**config.mk**
```make
export PLATFORM = sky130hd
export DESIGN_NAME = dma_ctrl
export DESIGN_NICKNAME = d
export VERILOG_FILES = /design/src/rtl/dma_pkg.sv /design/src/rtl/dma_bus_mux.sv /design/src/rtl/dma_ctrl.sv
export SDC_FILE = /design/constraint.sdc
export NUM_CORES = 1
export LEC_CHECK = 0
export BUFFER_PORTS_ARGS = -buffer_cell sky130_fd_sc_hd__clkbuf_2
export CORE_ASPECT_RATIO = 0.9
export CORE_MARGIN = 8
export CORE_UTILIZATION = 40
export CTS_CLUSTER_SIZE = 14
export DETAILED_ROUTE_END_ITERATION = 8
export PLACE_DENSITY = 0.67
export SETUP_SLACK_MARGIN = 0.5
export SLEW_MARGIN = 0
export SYNTH_ARGS = -nofsm -noshare
export SYNTH_HDL_FRONTEND = slang
export SYNTH_SLANG_ARGS = --single-unit
```
**constraint.sdc**
```tcl
create_clock -name CLK -period 5.5 [get_ports CLK]
set_input_delay 1.1 -clock CLK [delete_from_list [all_inputs] [get_ports CLK]]
set_output_delay 1.1 -clock CLK [all_outputs]
set_load 0.02 [all_outputs]
```
**src/rtl/dma_pkg.sv**
```systemverilog
// Shared types and default constants for the page-copy DMA engine.
package dma_pkg;

  // Engine state: pass-through, waiting for the mpu to park, and the copy loop.
  typedef enum logic [1:0] {
    IDLE = 2'd0,
    HALT = 2'd1,
    RD   = 2'd2,
    WR   = 2'd3
  } dma_state_t;

  localparam logic [15:0] DEF_TRIG_ADDR = 16'h4014;
  localparam logic [15:0] DEF_DST_ADDR  = 16'h2004;
  localparam int          DEF_LEN       = 256;

  // The DMA drives the memory bus only while it is copying.
  function automatic logic dma_owns_bus(input dma_state_t st);
    return (st == RD) || (st == WR);
  endfunction

endpackage

```
**src/rtl/dma_bus_mux.sv**
```systemverilog
// Memory bus owner select: the mpu drives the bus unless the DMA holds it.
module dma_bus_mux (
  input  logic        dma_own,
  input  logic [15:0] cpu_ab,
  input  logic        cpu_r_w,
  input  logic [7:0]  cpu_db_out,
  input  logic [15:0] dma_a,
  input  logic        dma_we,
  input  logic [7:0]  dma_wd,
  output logic [15:0] mem_a,
  output logic        mem_we,
  output logic [7:0]  mem_wd
);

  // Pure combinational select; the mpu read/write flag is active-high read.
  assign mem_a  = dma_own ? dma_a  : cpu_ab;
  assign mem_we = dma_own ? dma_we : ~cpu_r_w;
  assign mem_wd = dma_own ? dma_wd : cpu_db_out;

endmodule

```
**src/rtl/dma_ctrl.sv**
```systemverilog
// Page-copy DMA engine and bus arbiter between the mpu and shared memory.
// A write to TRIG_ADDR latches the source page, stalls the mpu, and copies
// LEN bytes from {page,8'h00} to the single port address DST_ADDR.
module dma_ctrl
  import dma_pkg::*;
#(
  parameter logic [15:0] TRIG_ADDR = DEF_TRIG_ADDR,
  parameter logic [15:0] DST_ADDR  = DEF_DST_ADDR,
  parameter int          LEN       = DEF_LEN
) (
  input  logic        CLK,
  input  logic        RES_N,
  input  logic [15:0] CPU_AB,
  input  logic        CPU_R_W,
  input  logic [7:0]  CPU_DB_OUT,
  output logic        RDY,
  output logic [15:0] MEM_A,
  output logic        MEM_WE,
  output logic [7:0]  MEM_WD,
  input  logic [7:0]  MEM_RD,
  output logic        BUSY
);

  // idx is 9 bits so LEN=256 ends at idx=255 without overflowing the compare.
  localparam logic [8:0] LAST_IDX = 9'(LEN - 1);

  dma_state_t  state_reg;
  logic [8:0]  idx_reg;
  logic [7:0]  page_reg;
  logic [7:0]  data_reg;
  logic        rdy_reg;
  logic        busy_reg;

  logic [15:0] dma_a;
  logic        dma_we;

  // Copy FSM: trigger in IDLE, wait for a parked read in HALT, then RD/WR pairs.
  always_ff @(posedge CLK) begin
    if (!RES_N) begin
      state_reg <= IDLE;
      idx_reg   <= '0;
      page_reg  <= '0;
      data_reg  <= '0;
      rdy_reg   <= 1'b1;
      busy_reg  <= 1'b0;
    end else begin
      case (state_reg)
        IDLE: begin
          if (!CPU_R_W && (CPU_AB == TRIG_ADDR)) begin
            page_reg  <= CPU_DB_OUT;
            idx_reg   <= '0;
            rdy_reg   <= 1'b0;
            busy_reg  <= 1'b1;
            state_reg <= HALT;
          end
        end
        HALT: begin
          // The mpu only halts on a read cycle, so pending writes are let through.
          if (CPU_R_W) begin
            state_reg <= RD;
          end
        end
        RD: begin
          data_reg  <= MEM_RD;
          state_reg <= WR;
        end
        WR: begin
          if (idx_reg == LAST_IDX) begin
            rdy_reg   <= 1'b1;
            busy_reg  <= 1'b0;
            state_reg <= IDLE;
          end else begin
            idx_reg   <= idx_reg + 9'd1;
            state_reg <= RD;
          end
        end
        default: state_reg <= IDLE;
      endcase
    end
  end

  // DMA-side bus values; the source address stays within the latched page.
  always_comb begin
    dma_we = (state_reg == WR);
    dma_a  = dma_we ? DST_ADDR : {page_reg, idx_reg[7:0]};
  end

  dma_bus_mux u_bus_mux (
    .dma_own    (dma_owns_bus(state_reg)),
    .cpu_ab     (CPU_AB),
    .cpu_r_w    (CPU_R_W),
    .cpu_db_out (CPU_DB_OUT),
    .dma_a      (dma_a),
    .dma_we     (dma_we),
    .dma_wd     (data_reg),
    .mem_a      (MEM_A),
    .mem_we     (MEM_WE),
    .mem_wd     (MEM_WD)
  );

  assign RDY  = rdy_reg;
  assign BUSY = busy_reg;

endmodule

```
==> metrics.md, run 1 <==
| Metric | Value |
|---|---|
| Outcome | `finished clean` |
| Post-route ant nets | `0` |
| Hold path endpoint | `data_reg[6]` |
| Overall Power | `~450 uW` |
| Rel. slew slack | `between 20 and 30%` |
| Max-cap violations | `0` |
| Fin crit share | `between 80% and 90%` |
| Die area | `about 6500 sq um` |
| Largest net degree at the start of global routing | `34` |
| First DRT Iteration DRCs | `88` |
| RSZ-0062 raised after global routing | `no` |
| FF-to-FF Start | `state_reg[1]` |
| Tightest Pin Transition | `1110 ps` |
| FP Rows | `22` |
| GR peak layer | `met2` |
| CTS H-tree depth | `2` |
| Worst Setup End Kind | `output pin` |
| CTS Sinks | `29` |
| Reg clk slew, reported paths | `approximately 60 ps` |
| Final worst slack | `about 1000 ps` |
| Hold Crit Depth | `2` |
| Peak VDD IR | `between 90 and 100 uV` |
| Critical path class | `reg2out` |
| Syn Area/Cell | `~8.5 sq um` |
| CP Launch Type | `flop` |
| # diodes | `0` |
| Vias | `1621` |
| Main synth FF type | `dfxtp_1` |
| Vias per cell | `5.44` |
| Overall Global Routing Usage | `between 10% and 20%` |
| Crit path arrival time | `3360 ps` |
| M2 GR Usage | `21.5%` |
| Layout area overhead | `22.1%` |
| Ys async rst share | `0%` |
| Worst Path Required | `roughly 4400 ps` |
| Worst hold path type | `reg2reg` |
| Post-Syn Area | `approximately 1700 sq um` |
| Worst r2r path cells | `4` |
| Area occupied by multi-input gates | `967 sq um` |
| CTS-repair resized insts | `0` |
| Final WL | `just under 5000 microns` |
| Hold bufs inserted after CTS | `0` |
| Post-synthesis cell type count | `37` |
| Post-detail-place hpwl | `3490 microns` |
| Final hold violations | `0` |
| Fmax | `around 0.22 GHz` |
| Chip Height | `77.1 microns` |
| FF-to-FF End | `data_reg[4]` |
| Crit Path Max Fanout | `24` |
| EDFF count, synth | `0` |
| Worst skew pair latency | `280 ps` |
| Sequential element share of the synthesized area | `about a third` |
| Layout cells sized above 1 | `between 30 and 40%` |
| IO Port Bufs | `61` |
| Antenna violations before repair | `0` |
| Setup_tns | `0 ps` |
| Syn nets | `around 230` |
| Filler Cell Count | `413` |
| Hold path startpoint | `data_reg[6]` |
| Inst Count DP | `between 200 and 300` |
| Seq cells post-synth | `29` |
| Setup Skew | `slightly above 6 ps` |
| Power Density | `between 200 and 250 nW/um^2` |
| Initial core utilization | `around two fifths` |
| Finished Layout Cells | `roughly 300` |
| Leak Pwr | `0.000812 uW` |
| Pre-CTS WS | `~1400 ps` |
| Mapped Cells | `roughly 200` |
| I/O Pins | `62` |
| Die W | `83.9 microns` |
| Largest area contributor in the netlist | `dfxtp_1` |
| # Post-CTS Setup Buffers | `0` |
| Drt drc | `0` |
| Register area | `between 500 and 600 sq um` |
| Nets@finish | `around 290` |
| Maximum clock path buffer count | `2` |
| Most common cell after layout, fill and taps aside | `clkbuf_2` |
| Met1 usage | `~20%` |
| Syn. warnings | `0` |
| Post-route minimum period | `approximately 4500 ps` |
| Final setup fails | `0` |
| Total CTS buffers | `5` |
| Slew Viols, Final | `0` |
| Final Wtd Congestion | `about 0.8` |
| Synth top area share | `a little over a third` |
| Vias in the first global route | `1691` |
| GR Util met3 | `5.60%` |
| Global route overflow | `0` |
| R2R setup slack | `between 2000 and 2500 ps` |
| Hold_ws | `452 ps` |
| Commonest non-fill, non-tap cells in the layout | `clkbuf_2 (61), nand2_1 (45), dfxtp_1 (29)` |
| Max reg flops | `9` |
| Routed length per instance | `between 15 and 20 microns` |
| CTS tree | `yes` |
| First-pass DRT Iterations | `4` |
| Core region area | `4020 sq um` |
| Synth area leaders | `dfxtp_1 (35%), nand2_1 (10%), mux2i_1 (5.4%), mux2_2 (5.4%), a22o_1 (4.2%)` |
| Root buf cell | `clkbuf_8` |
| Global-route wire length before repair | `~8100 microns` |
-- cell usage after synthesis, types with 4 or more instances --
cell	count
nor2_1	4
a22o_1	8
nand3_1	13
inv_1	6
mux2_2	8
nand2_1	45
mux2i_1	9
o2bb2ai_1	5
dfxtp_1	29
nor3_1	5
a21oi_1	13
clkbuf_1	11
-- layout make-up --
type                    instances  share of cell area, %
flip-flops and latches         29                   28.7
well taps                      48                   2.96
clock buffers                   7                   4.26
multi-input cells             146                   47.7
inverters                       7                   1.30
repair buffers                 61                   15.1
-- cell families (layout without fill, tap and decap cells) --
family                   after synthesis  in the layout  share of synthesized area, %
AO/OA/AOI/OAI                         44             44                          21.0
adder cells (fa/ha/maj)                3              3                          2.26
buffers and inverters                 21             75                          6.71
flip-flops                            29             29                          35.0
multiplexers                          17             17                          10.9
AND/OR/NAND/NOR                       82             82                          24.2
-- power breakdown --
group | switching [uW] | total [uW] | internal, uW | leakage [uW]
combinational | 34.7 | 58.4 | 23.7 | 0.000534
clock | 79.6 | 179 | 99.1 | 0.0000443
sequential | 0.00147 | 210 | 210 | 0.000233
total | 114 | 447 | 333 | 0.000812
-- how the worst max path moves through the flow --
stage / to / startpoint / cells after the start
2_1_floorplan: MEM_A[14] / CPU_AB[14] / 2
3_3_place_gp: MEM_A[0] / state_reg[1] / 4
3_5_place_dp: MEM_A[1] / state_reg[1] / 4
4_1_cts: MEM_A[1] / state_reg[1] / 4
5_1_grt: MEM_A[1] / state_reg[1] / 4
6_report: MEM_A[3] / state_reg[1] / 4
-- critical path, stage by stage, from the launching register on --
cell and delay, ps:
dfxtp_1 910, clkinv_1 700, nor2_1 1040, a22o_1 260, clkbuf_2 180
-- metrics by stage --
stage | util [%] | area [sq um]
finish | 50.4 | 2030
global route | 50.4 | 2030
CTS | 50.4 | 2030
detailed placement | 48.3 | 1940
global placement | 48.3 | 1940
floorplan | - | 1660
-- metal layers --
metal  wire, microns  share of wire, %  vias up
li1                -                 -      811
met1            2290                47      745
met2            2120                44       60
met3             392               8.1        5
met4              32              0.66        0
met5               0                 0        -
(Power assumes the default switching activity.)
==> run 2: changes to the inputs <==
- ABC_AREA: default -> 1
- clock period: 5.5 -> 4.5 ns (I/O delays scaled with it)
==> metrics.md, run 2 <==
| Metric | Value |
|---|---|
| Synth top area share | `35.9% (+0.89 points)` |
| Final WL | `4710 microns (-2.6%)` |
| Syn nets | `288 (+23%)` |
| Maximum clock path buffer count | `2 (unchanged)` |
| Power Density | `275 nW/um^2 (+25%)` |
| Max reg flops | `9 (unchanged)` |
| Post-Syn Area | `1620 sq um (-2.5%)` |
| Total CTS buffers | `5 (unchanged)` |
| CP Launch Type | `flop` |
| # Post-CTS Setup Buffers | `0 (unchanged)` |
| Rel. slew slack | `56.5% (+31 points)` |
| Hold bufs inserted after CTS | `0 (unchanged)` |
| Worst Setup End Kind | `output pin` |
| Drt drc | `0 (unchanged)` |
| Sequential element share of the synthesized area | `35.9% (+0.89 points)` |
| Reg clk slew, reported paths | `60 ps (about the same)` |
| Syn. warnings | `0 (unchanged)` |
| Most common cell after layout, fill and taps aside | `nand2_1` |
| RSZ-0062 raised after global routing | `no` |
| Fin crit share | `approximately two thirds` |
| Routed wl met3 | `363 microns (-7.4%)` |
| Largest net degree at the start of global routing | `28 (-18%)` |
| Die area | `6340 sq um (-2.0%)` |
| First DRT Iteration DRCs | `136 (+55%)` |
| WL met1 | `2160 microns (-5.5%)` |
| Crit path arrival time | `2110 ps (-1250 ps)` |
| Final Wtd Congestion | `0.849 (+6.3%)` |
| EDFF count, synth | `0 (unchanged)` |
| Pre-CTS WS | `1820 ps (+434 ps)` |
| Fmax | `0.332 GHz` |
| Leak Pwr | `0.00101 uW (+25%)` |
| Area occupied by multi-input gates | `882 sq um (-8.8%)` |
| FP Rows | `22 (unchanged)` |
| Top Metal Used | `met4` |
| CTS-repair resized insts | `0 (unchanged)` |
| Mapped Cells | `250 (+28%)` |
| Tightest Pin Transition | `650 ps (-461 ps)` |
| Crit path to | `MEM_A[0]` |
| Core region area | `3990 sq um (-0.68%)` |
| Seq cells post-synth | `29 (unchanged)` |
| First-pass DRT Iterations | `5 (+1)` |
| Syn Area/Cell | `6.47 sq um (-24%)` |
| Chip Height | `76.3 microns (-0.99%)` |
| FF-to-FF Start | `idx_reg[0]` |
| Die W | `83.0 microns (-1.0%)` |
| Setup crit start | `state_reg[1]` |
| Global route overflow | `0 (unchanged)` |
| Synth area leaders | `dfxtp_1 (36%), nand2_1 (14%), nor2_1 (9.0%), nand3_1 (5.6%), inv_1 (5.3%)` |
| Critical path class | `reg2out` |
| Final worst slack | `1490 ps (+451 ps)` |
| Count leader, synth | `nand2_1` |
| Setup_tns | `0 ps (unchanged)` |
| Crit Path Max Fanout | `22 (-8.3%)` |
| Worst skew pair latency | `280 ps (about the same)` |
| Main synth FF type | `dfxtp_1` |
| Overall Global Routing Usage | `15.5% (+0.52 points)` |
| Largest area contributor in the netlist | `dfxtp_1` |
| Vias in the first global route | `1745 (+3.2%)` |
| Root buf cell | `clkbuf_8` |
| Commonest non-fill, non-tap cells in the layout | `nand2_1 (62), clkbuf_2 (61), nor2_1 (39)` |
| I/O Pins | `62 (unchanged)` |
| Outcome | `finished clean` |
| Post-route ant nets | `0 (unchanged)` |
| Peak VDD IR | `179 uV (+81%)` |
| Setup Skew | `3.21 ps (-3.03 ps)` |
| CTS tree | `yes` |
| Vias | `1757 (+8.4%)` |
| Global-route wire length before repair | `8180 microns (+0.76%)` |
| # diodes | `0 (unchanged)` |
| IO Port Bufs | `61 (unchanged)` |
| CTS H-tree depth | `2 (unchanged)` |
| R2R setup slack | `2460 ps (about the same)` |
| Nets@finish | `347 (+20%)` |
| Worst Path Required | `3600 ps (-800 ps)` |
| Layout cells sized above 1 | `26.8% (-7.2 points)` |
| Initial core utilization | `40.5% (-0.75 points)` |
| Post-detail-place hpwl | `3520 microns (+0.82%)` |
| Slew Viols, Final | `0 (unchanged)` |
| Register area | `581 sq um (unchanged)` |
| Post-route minimum period | `approximately 3000 ps` |
| FF-to-FF End | `idx_reg[2]` |
| Antenna violations before repair | `0 (unchanged)` |
| Final hold violations | `0 (unchanged)` |
| Max-cap violations | `0 (unchanged)` |
| Post-synthesis cell type count | `23 (-38%)` |
| CTS Sinks | `29 (unchanged)` |
| Layout area overhead | `26.2%` |
| Vias per cell | `4.91 (-9.8%)` |
| Routed length per instance | `13.1 microns (-19%)` |
| Worst r2r path cells | `11 (+7)` |
| Worst hold path type | `reg2reg` |
| Ys async rst share | `0% (unchanged)` |
| Final setup fails | `0 (unchanged)` |
| Metal2 WL | `2110 microns (-0.57%)` |
| Synth top cells by count | `nand2_1 (62), nor2_1 (39), dfxtp_1 (29), inv_1 (23), nand3_1 (18)` |
| Filler Cell Count | `415 (+0.48%)` |
run 2: cell count changes after synthesis, sizes merged, moves of 5 or more:
cell / previous run / this run
a22o: 8 / 1
clkbuf: 11 / 5
o21ai: 0 / 20
nand2: 45 / 64
inv: 6 / 27
mux2: 8 / 0
nor2: 4 / 43
nor3b: 0 / 11
mux2i: 9 / 0
o2bb2ai: 5 / 0
nand3: 13 / 19
run 2: how the worst min path moves through the flow:
stage               startpoint    endpoint  slack [ps]  depth (start not counted)
global placement           RDY         RDY         460                          2
finish                    BUSY        BUSY         470                          2
global route               RDY         RDY         490                          2
floorplan           idx_reg[8]  idx_reg[8]         460                          2
CTS                        RDY         RDY         470                          2
detailed placement         RDY         RDY         450                          2
run 2: cell type report:
class / count / area share, %
multi-input combinational: 183 / 43.2
sequential: 29 / 28.4
timing repair buffer: 62 / 15.3
clock buffer: 7 / 4.72
tap: 48 / 2.94
clock inverter: 1 / 0.245
inverter: 28 / 5.15
run 2: kinds of logic after synthesis:
logic type               after synthesis  share of synthesized area, %
AND/OR/NAND/NOR                      140                          39.1
adder cells (fa/ha/maj)                3                          2.32
AO/OA/AOI/OAI                         40                          13.1
flip-flops                            29                          35.9
buffers and inverters                 38                          9.59
run 2: critical path: stages, from the launching register on:
cell      delay, ps
dfxtp_1         340
inv_2           150
nor2_1          540
inv_2           350
o21ai_1         240
clkbuf_2        200
run 2: metal layers:
layer	global-route usage (%)	up-vias
met5	0	-
met4	6.32	0
met3	4.59	5
met2	23.5	57
met1	19.8	772
li1	-	923
run 2: through the flow:
stage               cell area [sq um]  hold WS [ps]  cells  util (%)  power (uW)
finish                           2040           473    358      51.2         562
global route                     2040           493    358      51.2         584
CTS                              2040           475    358      51.2         567
detailed placement               1940           451    350      48.6         329
global placement                 1940           458    350      48.6         329
floorplan                        1620           457    250         -         295
run 2: report_power, final:
| group | total (uW) | internal [uW] | switching [uW] |
|---|---|---|---|
| Clock | 239 | 138 | 101 |
| Sequential | 257 | 257 | 0.00118 |
| Combinational | 65.8 | 25.1 | 40.7 |
| Total | 562 | 420 | 142 |
